**src/rtl/uart_frame_link_if.sv**
```systemverilog
// Payload-side handshake between the framed UART link and the command/config logic.
// The master is the host logic; the slave is the link itself.
interface uart_frame_link_if #(
    parameter int PAYLOAD_BYTES = 8
);
    logic [8*PAYLOAD_BYTES-1:0] rx_data;
    logic                       rx_valid;
    logic                       rx_err;
    logic [8*PAYLOAD_BYTES-1:0] tx_data;
    logic                       tx_valid;
    logic                       tx_ready;

    modport master (input rx_data, rx_valid, rx_err, tx_ready, output tx_data, tx_valid);
    modport slave  (output rx_data, rx_valid, rx_err, tx_ready, input tx_data, tx_valid);
endinterface

```
**src/rtl/uart_frame_link.sv**
```systemverilog
// Full-duplex framed RS232 link: SOF + fixed-length payload + EOF in both directions,
// with RX inter-byte timeout and stop-bit checking. RX and TX share nothing but the clock.
module uart_frame_link #(
    parameter int         CLK_DIV       = 173,
    parameter int         PAYLOAD_BYTES = 8,
    parameter logic [7:0] SOF           = 8'hC0,
    parameter logic [7:0] EOF           = 8'hCF,
    parameter int         TIMEOUT_CYC   = 3820
) (
    input  logic              clk_i,
    input  logic              rst_i,
    input  logic              uart_rx_i,
    output logic              uart_tx_o,
    uart_frame_link_if.slave  bus
);
    localparam int DW    = 8*PAYLOAD_BYTES;
    localparam int DIV_W = $clog2(CLK_DIV);
    localparam int BC_W  = $clog2(PAYLOAD_BYTES+2);
    localparam int TO_W  = $clog2(TIMEOUT_CYC+1);
    localparam logic [DIV_W-1:0] DIV_LAST = DIV_W'(CLK_DIV-1);
    localparam logic [DIV_W-1:0] DIV_HALF = DIV_W'(CLK_DIV/2-1);

    localparam logic [1:0] RB_IDLE = 2'd0, RB_START = 2'd1, RB_DATA = 2'd2, RB_STOP = 2'd3;
    localparam logic [1:0] F_HUNT = 2'd0, F_PAY = 2'd1, F_CHK = 2'd2;
    localparam logic       T_IDLE = 1'b0, T_SHIFT = 1'b1;

    logic             rx_meta_q, rx_sync_q, rx_prev_q;
    logic [1:0]       rb_state_q, rb_state_d;
    logic [DIV_W-1:0] rb_div_q, rb_div_d;
    logic [2:0]       rb_bit_q, rb_bit_d;
    logic [7:0]       rb_sh_q, rb_sh_d;
    logic             byte_done, byte_ok;

    logic [1:0]       f_state_q, f_state_d;
    logic [BC_W-1:0]  f_cnt_q, f_cnt_d;
    logic [TO_W-1:0]  to_q, to_d;
    logic [DW-1:0]    hold_q, hold_d, rx_data_q, rx_data_d;
    logic             rx_valid_q, rx_valid_d, rx_err_q, rx_err_d;

    logic             tx_state_q, tx_state_d;
    logic [DIV_W-1:0] tx_div_q, tx_div_d;
    logic [3:0]       tx_bit_q, tx_bit_d;
    logic [BC_W-1:0]  tx_byte_q, tx_byte_d;
    logic [DW-1:0]    tx_pay_q, tx_pay_d;
    logic             tx_line_q, tx_line_d;
    logic [7:0]       cur_byte;

    // Byte engine: byte_done marks the stop-bit sample edge, rb_sh_q holds the byte.
    always_comb begin
        rb_state_d = rb_state_q;
        rb_div_d   = rb_div_q + 1'b1;
        rb_bit_d   = rb_bit_q;
        rb_sh_d    = rb_sh_q;
        byte_done  = 1'b0;
        byte_ok    = 1'b0;
        case (rb_state_q)
            RB_IDLE: begin
                rb_div_d = '0;
                if (rx_prev_q && !rx_sync_q) rb_state_d = RB_START;
            end
            RB_START: if (rb_div_q == DIV_HALF) begin
                rb_div_d   = '0;
                rb_bit_d   = '0;
                rb_state_d = rx_sync_q ? RB_IDLE : RB_DATA;
            end
            RB_DATA: if (rb_div_q == DIV_LAST) begin
                rb_div_d = '0;
                rb_sh_d  = {rx_sync_q, rb_sh_q[7:1]};
                rb_bit_d = rb_bit_q + 1'b1;
                if (rb_bit_q == 3'd7) rb_state_d = RB_STOP;
            end
            default: if (rb_div_q == DIV_LAST) begin
                byte_done  = 1'b1;
                byte_ok    = rx_sync_q;
                rb_state_d = RB_IDLE;
            end
        endcase
    end

    always_comb begin
        f_state_d  = f_state_q;
        f_cnt_d    = f_cnt_q;
        to_d       = '0;
        hold_d     = hold_q;
        rx_data_d  = rx_data_q;
        rx_valid_d = 1'b0;
        rx_err_d   = 1'b0;
        case (f_state_q)
            F_HUNT: if (byte_done && byte_ok && rb_sh_q == SOF) begin
                f_state_d = F_PAY;
                f_cnt_d   = '0;
            end
            default: begin
                to_d = to_q + 1'b1;
                if (byte_done) begin
                    to_d = '0;
                    if (!byte_ok) begin
                        rx_err_d  = 1'b1;
                        f_state_d = F_HUNT;
                    end else if (f_state_q == F_PAY) begin
                        hold_d  = (hold_q << 8) | DW'(rb_sh_q);
                        f_cnt_d = f_cnt_q + 1'b1;
                        if (f_cnt_q == BC_W'(PAYLOAD_BYTES-1)) f_state_d = F_CHK;
                    end else begin
                        if (rb_sh_q == EOF) begin
                            rx_data_d  = hold_q;
                            rx_valid_d = 1'b1;
                        end else begin
                            rx_err_d = 1'b1;
                        end
                        f_state_d = F_HUNT;
                    end
                end else if (to_q == TO_W'(TIMEOUT_CYC-1)) begin
                    rx_err_d  = 1'b1;
                    f_state_d = F_HUNT;
                end
            end
        endcase
    end

    // Payload bytes come from the top of tx_pay_q, which shifts after each one is sent.
    assign cur_byte = (tx_byte_q == '0) ? SOF :
                      (tx_byte_q == BC_W'(PAYLOAD_BYTES+1)) ? EOF : tx_pay_q[DW-1 -: 8];

    always_comb begin
        tx_state_d = tx_state_q;
        tx_div_d   = tx_div_q;
        tx_bit_d   = tx_bit_q;
        tx_byte_d  = tx_byte_q;
        tx_pay_d   = tx_pay_q;
        tx_line_d  = tx_line_q;
        if (tx_state_q == T_IDLE) begin
            if (bus.tx_valid) begin
                tx_state_d = T_SHIFT;
                tx_pay_d   = bus.tx_data;
                tx_div_d   = '0;
                tx_bit_d   = '0;
                tx_byte_d  = '0;
                tx_line_d  = 1'b0;
            end
        end else begin
            tx_div_d = tx_div_q + 1'b1;
            if (tx_div_q == DIV_LAST) begin
                tx_div_d = '0;
                if (tx_bit_q == 4'd9) begin
                    tx_bit_d = '0;
                    if (tx_byte_q == BC_W'(PAYLOAD_BYTES+1)) begin
                        tx_state_d = T_IDLE;
                        tx_line_d  = 1'b1;
                    end else begin
                        tx_byte_d = tx_byte_q + 1'b1;
                        tx_line_d = 1'b0;
                        if (tx_byte_q != '0) tx_pay_d = tx_pay_q << 8;
                    end
                end else begin
                    tx_bit_d  = tx_bit_q + 1'b1;
                    tx_line_d = (tx_bit_q == 4'd8) ? 1'b1 : cur_byte[tx_bit_q[2:0]];
                end
            end
        end
    end

    always_ff @(posedge clk_i) begin
        if (rst_i) begin
            rx_meta_q  <= 1'b1;
            rx_sync_q  <= 1'b1;
            rx_prev_q  <= 1'b1;
            rb_state_q <= RB_IDLE;
            rb_div_q   <= '0;
            rb_bit_q   <= '0;
            rb_sh_q    <= '0;
            f_state_q  <= F_HUNT;
            f_cnt_q    <= '0;
            to_q       <= '0;
            hold_q     <= '0;
            rx_data_q  <= '0;
            rx_valid_q <= 1'b0;
            rx_err_q   <= 1'b0;
            tx_state_q <= T_IDLE;
            tx_div_q   <= '0;
            tx_bit_q   <= '0;
            tx_byte_q  <= '0;
            tx_pay_q   <= '0;
            tx_line_q  <= 1'b1;
        end else begin
            rx_meta_q  <= uart_rx_i;
            rx_sync_q  <= rx_meta_q;
            rx_prev_q  <= rx_sync_q;
            rb_state_q <= rb_state_d;
            rb_div_q   <= rb_div_d;
            rb_bit_q   <= rb_bit_d;
            rb_sh_q    <= rb_sh_d;
            f_state_q  <= f_state_d;
            f_cnt_q    <= f_cnt_d;
            to_q       <= to_d;
            hold_q     <= hold_d;
            rx_data_q  <= rx_data_d;
            rx_valid_q <= rx_valid_d;
            rx_err_q   <= rx_err_d;
            tx_state_q <= tx_state_d;
            tx_div_q   <= tx_div_d;
            tx_bit_q   <= tx_bit_d;
            tx_byte_q  <= tx_byte_d;
            tx_pay_q   <= tx_pay_d;
            tx_line_q  <= tx_line_d;
        end
    end

    assign uart_tx_o    = tx_line_q;
    assign bus.rx_data  = rx_data_q;
    assign bus.rx_valid = rx_valid_q;
    assign bus.rx_err   = rx_err_q;
    assign bus.tx_ready = (tx_state_q == T_IDLE);
endmodule

```
**src/flat_wrapper.sv**
```systemverilog
// flat-port wrapper written by rule: the top's interface ports become plain ports
module uart_frame_link_flat 
#(
    parameter int         CLK_DIV       = 173,
    parameter int         PAYLOAD_BYTES = 8,
    parameter logic [7:0] SOF           = 8'hC0,
    parameter logic [7:0] EOF           = 8'hCF,
    parameter int         TIMEOUT_CYC   = 3820
)
  (clk_i, rst_i, uart_rx_i, uart_tx_o, bus_rx_data, bus_rx_valid, bus_rx_err, bus_tx_ready, bus_tx_data, bus_tx_valid);
  uart_frame_link_if #(.PAYLOAD_BYTES(PAYLOAD_BYTES)) bus_i ();
  input  logic clk_i;
  input  logic rst_i;
  input  logic uart_rx_i;
  output logic uart_tx_o;
  output wire logic [$bits(bus_i.rx_data)-1:0] bus_rx_data;
  output wire logic [$bits(bus_i.rx_valid)-1:0] bus_rx_valid;
  output wire logic [$bits(bus_i.rx_err)-1:0] bus_rx_err;
  output wire logic [$bits(bus_i.tx_ready)-1:0] bus_tx_ready;
  input wire logic [$bits(bus_i.tx_data)-1:0] bus_tx_data;
  input wire logic [$bits(bus_i.tx_valid)-1:0] bus_tx_valid;
  assign bus_rx_data = bus_i.rx_data;
  assign bus_rx_valid = bus_i.rx_valid;
  assign bus_rx_err = bus_i.rx_err;
  assign bus_tx_ready = bus_i.tx_ready;
  assign bus_i.tx_data = bus_tx_data;
  assign bus_i.tx_valid = bus_tx_valid;
  uart_frame_link #(.CLK_DIV(CLK_DIV), .PAYLOAD_BYTES(PAYLOAD_BYTES), .SOF(SOF), .EOF(EOF), .TIMEOUT_CYC(TIMEOUT_CYC)) u_core (.clk_i(clk_i), .rst_i(rst_i), .uart_rx_i(uart_rx_i), .uart_tx_o(uart_tx_o), .bus(bus_i));
endmodule
```
**config.mk**
```make
export PLATFORM = sky130hd
export DESIGN_NAME = uart_frame_link_flat
export DESIGN_NICKNAME = d
export VERILOG_FILES = /design/src/rtl/uart_frame_link_if.sv /design/src/rtl/uart_frame_link.sv /design/src/flat_wrapper.sv
export SDC_FILE = /design/constraint.sdc
export NUM_CORES = 1
export LEC_CHECK = 0
export CAP_MARGIN = 40
export CORE_UTILIZATION = 40
export DETAILED_ROUTE_END_ITERATION = 10
export GPL_TIMING_DRIVEN = 0
export SLEW_MARGIN = 20
export SYNTH_ARGS = -nofsm -noshare
export SYNTH_HDL_FRONTEND = slang
export SYNTH_SLANG_ARGS = --single-unit
```
**constraint.sdc**
```tcl
create_clock -name clk_i -period 5.8 [get_ports clk_i]
set_input_delay 1.16 -clock clk_i [delete_from_list [all_inputs] [get_ports clk_i]]
set_output_delay 1.16 -clock clk_i [all_outputs]
set_load 0.005 [all_outputs]
```
== After elaboration in Yosys (flattened, before gate mapping) ==
Cells that the tools add are included.
Storage, ports and cells
  bits in registers: 254
  input bits: 68
  logic and storage cells: 154
Operators by class
  $add $sub $neg: 7
  order comparisons: 1
  equal/unequal tests: 24
  muxes and demuxes: 67
  bitwise gates (word level): 6
  reduce and logical (&&, ||, !) cells: 29
Operators with widths (number)
  64-bit 2-to-1 mux: 6
  64-bit by 8-bit OR with 64-bit output: 1
  8-bit 2-to-1 mux: 7
  4-bit 2-to-1 mux: 13
  8-bit equality test (second input constant): 4
  2-bit 2-to-1 mux: 13
  8-bit one-hot mux with 3 select lines: 1
  1-bit 2-to-1 mux: 22
  8-bit by 1-bit adder with 8-bit output (second input constant): 2
  5-bit AND reduction: 3
  12-bit by 1-bit adder with 12-bit output (second input constant): 1
  4-bit by 1-bit adder with 4-bit output (second input constant): 3
  12-bit equality test (second input constant): 1
  4-bit equality test (second input constant): 3
  4-bit AND reduction: 3
  2-bit by 1-bit inequality test with 1-bit output (second input constant): 5
  2-bit nonzero test: 5
  8-bit by 7-bit equality test with 1-bit output (second input constant): 1
  2-bit inequality test (second input constant): 4
  3-bit 2-to-1 mux: 2
  2-bit one-hot mux with 3 select lines: 1
  3-bit one-hot mux with 2 select lines: 1
  3-bit AND reduction: 2
  3-bit nonzero test: 2
  18 further kinds: 28

== Longest topological paths before layout ==
  depth in word-level cells: 9
  mapped depth: 9
  gate-level depth less buffers: 7

== Least setup slack after synthesis ==
No wires, ideal clock.
  kind: register to register
  start point: reg u_core.rb_state_q[0]
  end point: reg u_core.f_cnt_q[0]
  setup time: 115 ps
  arrival time: 2231 ps
  required time: 5685 ps
  path slack: 3454 ps
  cell stages (with the launch flop): 8
  path buffers: 1
  clock period less this slack: 2346 ps
  path through: dfxtp_1 ha_1 or4bb_1 or4_4 or4_1 buf_2 and3_1 o21ba_1
On the way
  longest elaborated chain between the ends: 7
  elaborated cells between the ends (all ways): 12
  classes of those cells: 3 x eq/ne; 2 x mux; 7 x reduce/logical
Ends and longest elaborated chain
  start, declared: RTL line uart_frame_link.sv:28  | logic [1:0] rb_state_q, rb_state_d;
  start signal, assigned: RTL line uart_frame_link.sv:189  | rb_state_q <= rb_state_d;
  2-bit by 1-bit equality test with 1-bit output (tied with other cells): RTL line uart_frame_link.sv:56  | case (rb_state_q)
  3-bit OR reduction (no line) *
  1-bit 2-to-1 mux: RTL line uart_frame_link.sv:56
  1-bit logical AND (2 in series): RTL line uart_frame_link.sv:89  | F_HUNT: if (byte_done && byte_ok && rb_sh_q == SOF) begin
  2-bit by 1-bit inequality test with 1-bit output (no line)
  4-bit AND reduction (no line) *
  end signal, assigned: RTL line uart_frame_link.sv:194  | f_cnt_q <= f_cnt_d;
  end, declared: RTL line uart_frame_link.sv:35  | logic [BC_W-1:0] f_cnt_q, f_cnt_d;
Mark *: on every way between the ends. The rest lies on a longest branch, timed or not.
A chain may end at the register's enable or synchronous reset.

== Worst setup path after layout ==
  start point: reg u_core.rb_state_q[1]
  end point: reg u_core.rx_data_q[7] (netlist: u_core.bus.rx_data[7])
On the way
  longest elaborated chain between the ends: 4
  elaborated cells between the ends (all ways): 7
  classes of those cells: 2 x eq/ne; 2 x mux; 3 x reduce/logical
Ends and longest elaborated chain
  2-bit by 1-bit equality test with 1-bit output (tied with other cells): RTL line uart_frame_link.sv:56
  3-bit OR reduction (no line) *
  1-bit 2-to-1 mux: RTL line uart_frame_link.sv:56
  5-bit AND reduction (no line) *
  end signal, assigned: RTL line uart_frame_link.sv:197  | rx_data_q <= rx_data_d;
  end, declared: RTL line uart_frame_link.sv:37  | logic [DW-1:0] hold_q, hold_d, rx_data_q, rx_data_d;
Marked as above.

==> results.json <==
{
  "rows": 57,
  "cts_tree": "built",
  "critPathMaxFanout": 10,
  "maxSlewViolCount": 0,
  "reg2reg_from": "u_core.rb_state_q[1]",
  "die_w_um": 160,
  "grt_setup_unrepaired": "no",
  "ys_seq_elements": 254,
  "setup_tns_ns": 0,
  "totalWireLength_mm": 25.9,
  "io_buffers": 134,
  "grt_pass1_vias": 8433,
  "synth_flop_cell": "dfxtp_1",
  "grt-ovfl-total": 0,
  "worstSetupPathType": "register to register",
  "final_util_pct": 52.3,
  "gr-usage-all-layers_pct": 20.0,
  "reg2reg_depth": 7,
  "crit_path_start_kind": "register",
  "clk_path_buf_depth": 3,
  "ios": 136,
  "hold_viol_final": 0,
  "regToRegEndpoint": "u_core.bus.rx_data[7]",
  "holdWs_ns": 0.409,
  "grt_max_degree": 14,
  "cp-endpoint": "u_core.bus.rx_data[7]",
  "cts_hold_buf": 0,
  "drt-vias-per-instance": 5.12,
  "leakage_nw": 4.42,
  "grt_pass1_wl_mm": 42.5,
  "drive_gt1_share_pct": 5.53,
  "yosys_warnings": 0,
  "cts_resized": 0,
  "syn_to_final_growth_pct": 27.6,
  "peakVddDrop_mv": 0.185,
  "dp_slack_ns": 2.49,
  "initial_core_util_pct": 41.0,
  "drv_cap": 0,
  "powerDensity_nw_per_um2": 309,
  "cts_post_setup_buffers_inserted": 0,
  "period_needed_ns": 2.97,
  "mappedNetlistNets": 1289,
  "seq_area_frac_synth_pct": 50.7,
  "insertion_delay_ns": 0.53,
  "arrival_ns": 3.36,
  "critPathCaptureType": "register",
  "tightestPinTransition_ns": 0.827,
  "max_slew_margin_pct": 44.8,
  "htree_levels": 1,
  "coreArea_um2": 24500,
  "cts_root_buf": "clkbuf_16",
  "wl_per_cell_um": 15.1,
  "status": "finished, final reports clean",
  "gp_congestion": 0.819,
  "fin_ws_ns": 2.83,
  "syn_area_um2": 10000,
  "crit_required_ns": 6.20,
  "firstDrtPassIters": 4,
  "antenna_found_initial": 0,
  "hp-class": "register to register",
  "num_antenna_cells": 0,
  "cp-startpoint": "u_core.rb_state_q[1]",
  "fin_nets": 1454,
  "die_h_um": 160,
  "avgSynthCellArea_um2": 8.32,
  "fillers": 2417,
  "finClkSkew_ns": 0.0107,
  "clock_sinks": 254,
  "synth_edf_count": 0,
  "fmax_mhz": 337,
  "synth_cell_types": 53,
  "hpwl_mm": 18.7,
  "reg2reg_setup_slack_ns": 2.83,
  "total_power_mw": 3.95,
  "drt_iter0_drc": 505,
  "synthArstFlopShare_pct": 0,
  "cts.clk_slew.worst_paths_ns": 0.06,
  "ant_nets": 0,
  "fin_crit_sh_pct": 51.2,
  "num_vias": 8786,
  "syn_inst": 1205,
  "route.detailed.drc": 0,
  "setup_viol": 0,
  "die_area_um2": 25700,
  "cts_buffers": 28
}
## where the power goes
part | total, mW | switching [mW] | internal (mW)
clock | 1.89 | 0.691 | 1.20
combinational | 0.246 | 0.133 | 0.113
sequential | 1.82 | 0.0297 | 1.79
total | 3.95 | 0.854 | 3.10
## through the flow
stage          area, µm²  instances
5_1_grt            12800       1716
6_report           12800       1716
4_1_cts            12800       1716
3_3_place_gp       11800       1663
2_1_floorplan      10000       1205
3_5_place_dp       11800       1664
## cells in the mapped netlist (6+ instances only)
cell      instances  area share (%)
nand2_1         283              11
dfxtp_1         254              51
a21oi_1         218              11
clkbuf_1         66             2.5
o21a_1           56             4.2
o22ai_1          56             3.5
nor2_1           53             2.0
inv_1            20            0.75
ha_1             16             2.0
nand3_1          15            0.75
o21ai_0          15            0.75
and3_1           11            0.69
buf_2            11            0.55
mux2i_1          11             1.1
buf_1            10            0.37
nand4_1          10            0.62
xnor2_1          10            0.87
a32oi_1           8            0.70
nor3_1            7            0.35
xor2_1            7            0.61
or2_2             6            0.37
## sequential cells by signal (all words and copies together), names as in the netlist, 2 cells and up
register,cells
u_core.bus.rx_data,64
u_core.f_cnt_q,4
u_core.f_state_q,2
u_core.hold_q,64
u_core.rb_bit_q,3
u_core.rb_div_q,8
u_core.rb_sh_q,8
u_core.rb_state_q,2
u_core.to_q,12
u_core.tx_bit_q,4
u_core.tx_byte_q,4
u_core.tx_div_q,8
u_core.tx_pay_q,64
## cell usage in the layout, fill, tap and decap left out, types with 6 or more instances in the layout
cell,synthesis,layout
o22ai_1,56,56
nand2_1,283,283
inv_1,20,20
buf_1,10,10
xnor2_1,10,10
a21oi_1,218,218
or2_2,6,6
a32oi_1,8,8
nand3_1,15,15
dfxtp_1,254,254
clkbuf_8,0,12
clkbuf_16,0,29
and3_1,11,11
buf_2,11,12
mux2i_1,11,11
clkbuf_1,66,73
clkdlybuf4s50_1,0,134
nor2_1,53,53
o21a_1,56,56
nor3_1,7,7
nand4_1,10,10
xor2_1,7,7
o21ai_0,15,15
ha_1,16,16
## final cells by class
| cell class | instances | area (µm²) | area share, % |
|---|---|---|---|
| Tap cell | 324 | 405 | 3.17 |
| Buffer | 87 | 340 | 2.66 |
| Multi-Input combinational cell | 844 | 4530 | 35.4 |
| Sequential cell | 254 | 5080 | 39.7 |
| Inverter | 20 | 75.1 | 0.587 |
| Clock inverter | 4 | 95.1 | 0.743 |
| Timing Repair Buffer | 135 | 1350 | 10.5 |
| Clock buffer | 48 | 917 | 7.17 |
## routing by layer
metal / GRT usage [%] / vias to the layer above / part of all wire (%)
li1: - / 4504 / -
met1: 27.5 / 4084 / 48
met2: 33.2 / 173 / 46
met3: 3.28 / 25 / 4.3
met4: 4.07 / 0 / 1.2
met5: 0 / - / 0
## critical path, stage by stage (launching register included)
cell and delay (ns):
dfxtp_1 0.39, ha_1 0.30, or4bb_2 0.69, nor4_1 0.34, nand3_1 0.50, clkbuf_1 0.41, nand2_1 0.14, a21oi_1 0.07
## cells by family (layout without fill, tap and decap cells)
kind of cell    count (synthesis)  in the layout  share of synthesized area (%)
flops                         254            254                           50.7
compound gates                375            375                           21.9
buf+inv                       107            294                           4.14
xor+xnor                       17             17                           1.48
simple gates                  424            424                           18.4
mux                            12             12                           1.32
fa+ha+maj                      16             16                           2.00
## worst min path at each step
| stage | startpoint | to | slack [ns] | cells after the start |
|---|---|---|---|---|
| finish | u_core.rx_meta_q | u_core.rx_sync_q | 0.41 | 1 |
| global route | u_core.rx_meta_q | u_core.rx_sync_q | 0.43 | 1 |
| CTS | u_core.rx_meta_q | u_core.rx_sync_q | 0.41 | 1 |
| detailed placement | u_core.rx_meta_q | u_core.rx_sync_q | 0.40 | 1 |
| global placement | u_core.rx_meta_q | u_core.rx_sync_q | 0.40 | 1 |
| floorplan | u_core.rx_meta_q | u_core.rx_sync_q | 0.39 | 1 |
Power figures use the tool's default switching activity.
==> edit: new RTL, config.mk and constraints unchanged <==
`PAYLOAD_BYTES` is set to 8 in 3 places; all go to 4.
--- a/src/rtl/uart_frame_link_if.sv
+++ b/src/rtl/uart_frame_link_if.sv
@@ -1,7 +1,7 @@
 // Payload-side handshake between the framed UART link and the command/config logic.
 // The master is the host logic; the slave is the link itself.
 interface uart_frame_link_if #(
-    parameter int PAYLOAD_BYTES = 8
+    parameter int PAYLOAD_BYTES = 4
 );
     logic [8*PAYLOAD_BYTES-1:0] rx_data;
     logic                       rx_valid;
--- a/src/rtl/uart_frame_link.sv
+++ b/src/rtl/uart_frame_link.sv
@@ -2,7 +2,7 @@
 // with RX inter-byte timeout and stop-bit checking. RX and TX share nothing but the clock.
 module uart_frame_link #(
     parameter int         CLK_DIV       = 173,
-    parameter int         PAYLOAD_BYTES = 8,
+    parameter int         PAYLOAD_BYTES = 4,
     parameter logic [7:0] SOF           = 8'hC0,
     parameter logic [7:0] EOF           = 8'hCF,
     parameter int         TIMEOUT_CYC   = 3820
--- a/src/flat_wrapper.sv
+++ b/src/flat_wrapper.sv
@@ -2,7 +2,7 @@
 module uart_frame_link_flat 
 #(
     parameter int         CLK_DIV       = 173,
-    parameter int         PAYLOAD_BYTES = 8,
+    parameter int         PAYLOAD_BYTES = 4,
     parameter logic [7:0] SOF           = 8'hC0,
     parameter logic [7:0] EOF           = 8'hCF,
     parameter int         TIMEOUT_CYC   = 3820
Ports: changed (resized bus_rx_data and bus_tx_data); port bits go from 136 to 72. The function was not compared with the original's and may differ.
==> edit against the original RTL <==
- combinational power fell by 28%
- hold slack got worse by 0.0017 ns
- power down 38%
- design area fell by 34%
- sequential cell count shrank 98
- register-to-register slack improved by 0.67 ns
- core utilization fell by 1.7 points
- synthesized cell count is 40% lower
- critical path depth decreased by 4
- first-iteration DRC count shrank 35%
- worst setup slack better by 0.15 ns
- area after synthesis fell by 32%
- routed wire length is 41% lower
- non-clock buffer count decreased by 108
- largest power group unchanged
==> edit: results (changes against the original RTL) <==
status: "completed"
worstSetupEndpoint: "bus_tx_ready"
arrival_ns: 1.66  # -1.70 ns
dr_total_vias: 5379  # -39%
yosys-top-cells-count: "dfxtp_1 (156), mux2i_1 (103), nand2_1 (81), nor2_1 (76), nor3_1 (35)"
rrSetupSlack_ns: 3.50  # +0.67 ns
crit_start: "u_core.tx_state_q"
wl_per_cell_microns: 14.8  # -1.9%
fin_total_pwr_mw: 2.44  # -38%
place_hpwl_microns: 11300  # -39%
p_leak_nw: 3.11  # -29%
cp_slowest_stage_delay_ns: 0.51  # -0.18 ns
ys_types: 58  # +9.4%
drive_gt1_share_pct: 7.80  # +2.3 points
skew_ns: 0.00802  # -0.00268 ns
fin_hold_ws_ns: 0.408  # -0.00171 ns
dp.cells: 1008  # -39%
place_area_sq_mm: 0.00778  # -34%
clkPwrFrac_pct: 47.1  # -0.7 points
fin_nets: 860  # -41%
grt.total_usage_pct: 18.3  # -1.7 points
numPortBuffers: 70  # -48%
ys_seq_area_share_pct: 45.9  # -4.8 points
path_delay_family: "buffers and inverters"
clock_path_buffers: 2  # -1
seq_power_share_pct: 45.6  # -0.4 points
cts_made_buffers: 17  # -39%
rr_startpoint: "u_core.tx_div_q[0]"
reg2reg_to: "u_core.tx_pay_q[14]"
grt_pass1_vias: 5325  # -37%
crit_fanout: 9  # -1
htree_num_levels: 4  # +3
vias_per_cell: 5.17  # +1.0%
syn-num-nets: 770  # -40%
[edit: cell types whose count changed after synthesis, moves of 38 or more]
cell	unedited run	this run
a21oi_1	218	14
clkbuf_1	66	28
dfxtp_1	254	156
mux2i_1	11	103
nand2_1	283	81
o21a_1	56	1
o22ai_1	56	1
[edit: kinds of logic after synthesis]
family	count (synthesis)
adders and majority gates	17
and+or+nand+nor	270
xor gates and xnor gates	17
AOI/OAI and AO/OA	86
muxes	106
buffers and inverters	65
DFF	156
[edit: cell type report]
type | count | area [sq um]
Inverter | 22 | 82.6
Sequential cell | 156 | 3120
Buffer | 43 | 198
Fill cell | 1546 | 8190
Timing Repair Buffer | 71 | 706
Clock inverter | 13 | 164
Clock buffer | 19 | 453
Tap cell | 220 | 275
Multi-Input combinational cell | 496 | 3390
[edit: routing by layer]
metal	global-route usage, %	part of all wire [%]	vias to the layer above	wire length (microns)
met1	22.5	47	2550	7220
met5	0	0	-	0
met2	30.7	49	99	7480
li1	-	-	2719	-
met3	5.19	3.7	11	569
met4	6.13	0.96	0	148
